$ cat src/rtl/vga_timing_gen.sv
// vga_timing_gen: VGA raster timing with pixel-clock divider; define VGA_TIMING_GEN_TEST_PATTERN_EN for built-in colour bars
module vga_timing_gen #(
    parameter int   H_ACTIVE = 640,
    parameter int   H_FP     = 16,
    parameter int   H_SYNC   = 96,
    parameter int   H_BP     = 48,
    parameter int   V_ACTIVE = 480,
    parameter int   V_FP     = 10,
    parameter int   V_SYNC   = 2,
    parameter int   V_BP     = 33,
    parameter logic HS_POL   = 1'b0,
    parameter logic VS_POL   = 1'b0,
    parameter int   CLK_DIV  = 2,
    parameter int   CW       = 11
) (
    input  logic          CLOCK_50,
    input  logic          reset_n,
    input  logic [7:0]    red,
    input  logic [7:0]    green,
    input  logic [7:0]    blue,
    output logic          VGA_CLK,
    output logic          VGA_HS,
    output logic          VGA_VS,
    output logic          VGA_BLANK_N,
    output logic          VGA_SYNC_N,
    output logic [7:0]    VGA_R,
    output logic [7:0]    VGA_G,
    output logic [7:0]    VGA_B,
    output logic [CW-1:0] next_x,
    output logic [CW-1:0] next_y,
    output logic          next_valid,
    output logic          line_start,
    output logic          frame_start
);
    localparam int            H_TOTAL  = H_ACTIVE + H_FP + H_SYNC + H_BP;
    localparam int            V_TOTAL  = V_ACTIVE + V_FP + V_SYNC + V_BP;
    localparam int            DW       = $clog2(CLK_DIV);
    localparam logic [DW-1:0] DIV_LAST = DW'(CLK_DIV - 1);
    localparam logic [DW-1:0] DIV_HALF = DW'(CLK_DIV / 2);
    localparam logic [CW-1:0] H_LAST   = CW'(H_TOTAL - 1);
    localparam logic [CW-1:0] V_LAST   = CW'(V_TOTAL - 1);
    localparam logic [CW-1:0] H_ACT    = CW'(H_ACTIVE);
    localparam logic [CW-1:0] V_ACT    = CW'(V_ACTIVE);
    localparam logic [CW-1:0] HS_BEG   = CW'(H_ACTIVE + H_FP);
    localparam logic [CW-1:0] HS_END   = CW'(H_ACTIVE + H_FP + H_SYNC);
    localparam logic [CW-1:0] VS_BEG   = CW'(V_ACTIVE + V_FP);
    localparam logic [CW-1:0] VS_END   = CW'(V_ACTIVE + V_FP + V_SYNC);

    logic [DW-1:0] r_div;
    logic [DW-1:0] w_div_nxt;
    logic [CW-1:0] r_h;
    logic [CW-1:0] r_v;
    logic          w_tick;
    logic          w_h_wrap;
    logic          w_v_wrap;
    logic          w_hs;
    logic          w_vs;
    logic [7:0]    w_r;
    logic [7:0]    w_g;
    logic [7:0]    w_b;

    // Pixel tick, counter wrap points and sync windows decoded from current counters
    always_comb begin
        w_tick    = r_div == DIV_LAST;
        w_div_nxt = w_tick ? '0 : r_div + 1'b1;
        w_h_wrap  = r_h == H_LAST;
        w_v_wrap  = r_v == V_LAST;
        w_hs      = (r_h >= HS_BEG && r_h < HS_END) ? HS_POL : ~HS_POL;
        w_vs      = (r_v >= VS_BEG && r_v < VS_END) ? VS_POL : ~VS_POL;
    end

    assign next_x      = r_h;
    assign next_y      = r_v;
    assign next_valid  = (r_h < H_ACT) && (r_v < V_ACT);
    assign line_start  = w_tick && (r_h == '0);
    assign frame_start = line_start && (r_v == '0);
    assign VGA_SYNC_N  = 1'b1;

`ifdef VGA_TIMING_GEN_TEST_PATTERN_EN
    localparam logic [CW-1:0] BAR_W = CW'(H_ACTIVE / 8);
    logic [CW-1:0] w_bar;
    logic          w_unused;
    assign w_bar    = r_h / BAR_W;
    assign w_r      = {8{~w_bar[1]}};
    assign w_g      = {8{~w_bar[2]}};
    assign w_b      = {8{~w_bar[0]}};
    assign w_unused = ^{red, green, blue, w_bar};
`else
    assign w_r = red;
    assign w_g = green;
    assign w_b = blue;
`endif

    // Divider; VGA_CLK is low for the first half of each pixel period and falls on the tick
    always_ff @(posedge CLOCK_50 or negedge reset_n) begin
        if (!reset_n) begin
            r_div   <= '0;
            VGA_CLK <= 1'b0;
        end else begin
            r_div   <= w_div_nxt;
            VGA_CLK <= w_div_nxt >= DIV_HALF;
        end
    end

    // Raster position advances once per pixel tick
    always_ff @(posedge CLOCK_50 or negedge reset_n) begin
        if (!reset_n) begin
            r_h <= '0;
            r_v <= '0;
        end else if (w_tick) begin
            r_h <= w_h_wrap ? '0 : r_h + 1'b1;
            if (w_h_wrap) r_v <= w_v_wrap ? '0 : r_v + 1'b1;
        end
    end

    // Video outputs captured together on the tick, one pixel behind the counters
    always_ff @(posedge CLOCK_50 or negedge reset_n) begin
        if (!reset_n) begin
            VGA_HS      <= ~HS_POL;
            VGA_VS      <= ~VS_POL;
            VGA_BLANK_N <= 1'b0;
            VGA_R       <= 8'h00;
            VGA_G       <= 8'h00;
            VGA_B       <= 8'h00;
        end else if (w_tick) begin
            VGA_HS      <= w_hs;
            VGA_VS      <= w_vs;
            VGA_BLANK_N <= next_valid;
            VGA_R       <= next_valid ? w_r : 8'h00;
            VGA_G       <= next_valid ? w_g : 8'h00;
            VGA_B       <= next_valid ? w_b : 8'h00;
        end
    end
endmodule

$ cat config.mk
export PLATFORM = sky130hd
export DESIGN_NAME = vga_timing_gen
export DESIGN_NICKNAME = d
export VERILOG_FILES = /design/src/rtl/vga_timing_gen.sv
export SDC_FILE = /design/constraint.sdc
export NUM_CORES = 1
export LEC_CHECK = 0
export CAP_MARGIN = 20
export CORE_MARGIN = 2
export CORE_UTILIZATION = 35
export DETAILED_ROUTE_END_ITERATION = 6
export DONT_BUFFER_PORTS = 1
export GPL_TIMING_DRIVEN = 0
export PLACE_DENSITY_LB_ADDON = 0.1
export SLEW_MARGIN = 20
export SYNTH_ARGS = -nofsm -noshare
export SYNTH_HDL_FRONTEND = slang
export SYNTH_SLANG_ARGS = --single-unit
$ cat constraint.sdc
create_clock -name CLOCK_50 -period 2.2 [get_ports CLOCK_50]
set_input_delay 0 -clock CLOCK_50 [delete_from_list [all_inputs] [get_ports CLOCK_50]]
set_output_delay 0 -clock CLOCK_50 [all_outputs]
set_load 0.02 [all_outputs]
# Word-level counts from Yosys, hierarchy flattened
# Index checks and enable logic that the tools add are counted.
[word_totals]
reg_bits = 51
output_inout_bits = 54
[op_classes]
addsub = 3
n_lt_le_gt_ge = 7
eq_ne = 2
n_mux = 8
n_reduce_logical = 8
[op_table]
columns = ["cell", "count"]
rows = [
  ["$mux 8", 3],
  ["$add 11x1->11 const B", 2],
  ["$eq 11x10->1 const B", 2],
  ["$logic_not 11->1", 2],
  ["$lt 11x10->1 const B", 2],
  ["$lt 11x9->1 const B", 2],
  ["$mux 11", 2],
  ["$ge 11x10->1 const B", 1],
  ["$ge 11x9->1 const B", 1],
  ["$logic_and 1x1->1", 5],
  ["$mux 1", 3],
  ["$reduce_and 2->1", 1],
  ["$add 1x1->1 const B", 1],
  ["$ge 1x1->1 const B", 1],
]

# Logic depth before layout (Yosys ltp)
[logic_depth]
word_depth = 3
mapped_depth = 7
ltp_nobuf = 6

# Least setup slack after synthesis
# No wires, ideal clock.
[synth_path]
path_type = "flip-flop to output port"
start = "register r_h[5] (netlist: next_x[5])"
end = "output port frame_start"
t_arrival_ns = 2.218
slack_ns = -0.018
stages_incl_launch_ff = 6
path_buffers = 1
cell_sequence = "dfrtp_1 -> clkbuf_1 -> nor2_2 -> nand4_1 -> nor4b_1 -> and4_1"
[synth_via]
elab_chain_cells = 3
[synth_lines]
columns = ["item", "line", "rtl"]
rows = [
  ["start, declared", "51", "logic [CW-1:0] r_h;"],
  ["start signal, assigned", "111", "r_h <= w_h_wrap ? '0 : r_h + 1'b1;"],
  ["$logic_not 11->1", "75", "assign line_start = w_tick && (r_h == '0);"],
  ["$logic_and 1x1->1", "75", ""],
  ["via line_start", "32", "output logic line_start,"],
  ["$logic_and 1x1->1", "76", "assign frame_start = line_start && (r_v == '0);"],
  ["end, declared", "33", "output logic frame_start"],
]
# The timed path passes the listed nets, and every way through them passes these cells.

# Worst setup path in the final report
# Ends and elaborated chain as after synthesis.

==> summary.md <==
| Metric | Value |
|---|---|
| Status | finished, final reports clean |
| Worst reg2reg setup slack | 0.19 ns |
| Nets | approximately 300 |
| Final wirelength | slightly above 6 mm |
| Worst endpoint required time | 2.20 ns |
| Post-Syn Instances | between 200 and 250 |
| Dpl cell area | between 2000 and 2500 um^2 |
| WL met3 | about 420 um |
| Yosys reg bits | 50 |
| Port Buffers | 0 |
| FF/Latch Area | approximately 1300 um^2 |
| Filler cells | between 600 and 700 |
| Grt total ovfl | 0 |
| Clock Latency Late Sink | between 0.3 and 0.4 ns |
| Ys flop type | dfrtp_1 |
| Synthesized area per cell | slightly above 10 um^2 |
| CP max stage cell | nor4b_4 |
| Register clock-pin slew on the reported worst setup and hold paths | roughly 0.1 ns |
| # setup viols final | 0 |
| Cell taking the most area after synthesis | dfrtp_1 |
| Largest net degree at the start of global routing | about 50 |
| Crit end category | output pin |
| Drt drc | 0 |
| Placed Cells | ~320 |
| Core area | around 6700 um^2 |
| DR vias | approximately 1900 |
| Worst Skew | approximately 0.0094 ns |
| Worst slew margin | 0.652 |
| Ant. Diodes | 0 |
| Share of the synthesized area in the top cell type | 0.502 |
| Seq/Total Area, Yosys | 0.524 |
| RSZ-0062 raised after global routing | yes |
| Std-Cell Rows | 30 |
| P_leak | roughly 1.2 nW |
| Most frequent cells in the layout | dfrtp_1, nand2_1, dlygate4sd3_1 |
| Maximum vdd drop | around 0.27 mV |
| RD Place Congestion | around 0.76 |
| Detailed Routing Iterations Pass 1 | 4 |
| Tightest Pin Transition | around 0.52 ns |
| CTS root buf | clkbuf_8 |
| CTS tree | built |
| Num CTS Buffers | 5 |
| CP startpoint kind | flip-flop |
| Final hold violation count | 0 |
| Syn nets | approximately 270 |
| I/O pin cnt | 80 |
| Fin cells | 353 |
| Critical path buffers and inverters | 1 |
| Overall power | ~0.0016 W |
| Area grow syn2layout | 23.0% |
| Area of the multi-input gates | 1070 um^2 |
| Synth warnings | 0 |
| Top cells by area, synth | dfrtp_1, o2bb2ai_1, nand2_1 |
| Pwr dens | approximately 560 nW/um^2 |
| DIE HEIGHT | around 87 um |
| WS Path Type | reg -> out |
| Period minus WS final | around 2.1 ns |
| Die Wd | between 80 and 90 um |
| Setup_tns | 0 ns |
| Antenna violations before repair | 0 |
| Number of DRC markers in iteration 0 | 53 |
| CP delay by family, top | simple AND/OR/NAND/NOR gates |
| Vias in the first global route | approximately 1900 |
| Ys async rst share | 1.00 |
| Met2 wire length | approximately 2.9 mm |
| Slowest Stage Delay on Critical Path | between 0.5 and 0.6 ns |
| Final Cell Area | between 2000 and 3000 um^2 |
| Maxcap violations | 0 |
| GRT Total Usage | 0.168 |
| Vias per inst | between 5 and 6 |
| DP HPWL | slightly above 4 mm |
| CTS sink cnt | 50 |
| Max FO, Critical Path | 6 |
| Mapped cell area | roughly 2400 um^2 |
| Die ar. | between 7000 and 8000 um^2 |
| Highest clock rate | about 470 MHz |
| Hold/Removal Path Class | in -> async |
| DR top layer | met4 |
| Worst Path Arrival | between 2 and 2.5 ns |
| Post-synth EDFFs | 0 |
| Initial Util | 0.356 |
| Layout cells sized above 1 | 0.132 |
| Post-route met1 wirelength | around 2.7 mm |
| Synth cell types | 41 |
| Final Max Tran Viols | 0 |
| Htree depth | 2 |
| Critical path, cell by cell | buf_6 -> nor2_4 -> nand4_1 -> nor4b_4 -> and4_4 |
| First-pass GRT wire length | slightly below 10 mm |
| Most common cell after layout, fill and taps aside | dfrtp_1 |
| Hold_ws | around 0.23 ns |
| Antenna viol nets, final | 0 |
| CTS Buffer Depth | 2 |
| Wire per inst | approximately 17 um |
| Tcrit/Tclk final | 0.967 |
[where the power goes]
part / total (W) / switching, W / internal (W)
Clock: 0.000568 / 0.000337 / 0.000230
Sequential: 0.000986 / 0.0000455 / 0.000941
Combinational: 0.0000837 / 0.0000381 / 0.0000456
[layout make-up]
class                   count  area share
flip-flops and latches     50       0.429
multi-input cells         163       0.364
repair buffers             30       0.105
well taps                  80      0.0340
plain buffers              13      0.0255
clock buffers               5      0.0234
inverters                   9      0.0115
clock inverters             3     0.00850
[synthesized netlist by cell type (2+ instances only)]
| library cell | count |
|---|---|
| nor2_1 | 11 |
| xor2_1 | 3 |
| buf_4 | 2 |
| inv_1 | 8 |
| buf_2 | 2 |
| o2bb2ai_1 | 24 |
| nand3_1 | 8 |
| and3_1 | 6 |
| ha_1 | 5 |
| nand4_1 | 8 |
| or3_1 | 4 |
| nor2b_1 | 2 |
| dfrtp_1 | 48 |
| and4_1 | 3 |
| a22o_1 | 5 |
| xnor2_1 | 3 |
| o211ai_1 | 3 |
| buf_1 | 3 |
| o21ai_0 | 16 |
| nor3_1 | 9 |
| clkbuf_1 | 5 |
| nand2_1 | 34 |
| a21oi_1 | 3 |
| a32o_1 | 2 |
| dfstp_2 | 2 |
[flip-flops by register name, summed over array words and instances, names as in the netlist]
name and cells:
VGA_B 8, VGA_BLANK_N 1, next_y 11, VGA_VS 1, VGA_G 8, next_x 11
VGA_CLK 1, VGA_HS 1, VGA_R 8
[final timing paths]
kind | startpoint | endpoint | cells after the start
worst min register to register | VGA_VS$_DFFE_PN1P_ | VGA_VS$_DFFE_PN1P_ | 2
worst max-delay path | next_x[5]$_DFFE_PN0P_ | frame_start | 5
min in group CLOCK_50 | green[5] | VGA_G[5]$_DFFE_PN0P_ | 3
worst max register to register | next_x[0]$_DFFE_PN0P_ | next_y[6]$_DFFE_PN0P_ | 5
worst min-delay path | reset_n | VGA_G[7]$_DFFE_PN0P_ | 2
max in group asynchronous | reset_n | VGA_VS$_DFFE_PN1P_ | 2
[cell families after synthesis]
group / share of synthesized area
DFF: 0.524
xor gates and xnor gates: 0.0220
other: 0.00157
buffers and inverters: 0.0418
adders and majority gates: 0.0262
and+or+nand+nor: 0.205
AOI/OAI and AO/OA: 0.179
[through the flow]
stage                     worst slack (ns)  utilization
after floorplan                      0.296            -
after detailed placement           -0.0671        0.372
after global placement             -0.0533        0.372
final                               0.0722        0.438
after global routing               -0.0246        0.438
after CTS                           0.0164        0.430
[per-layer routing]
| metal | track usage | vias up |
|---|---|---|
| met5 | 0 | - |
| met4 | 0.0597 | 0 |
| met3 | 0.0524 | 7 |
| met2 | 0.255 | 73 |
| met1 | 0.226 | 917 |
| li1 | - | 926 |
[timing repair]
action,in CTS,in global routing
buffers inserted,0,4
gates resized for setup,6,14
endpoints found under the setup margin,1,8
endpoints found under the hold margin,74,0
pin swaps,2,4
hold buffers,26,0
(Power assumes the default switching activity.)
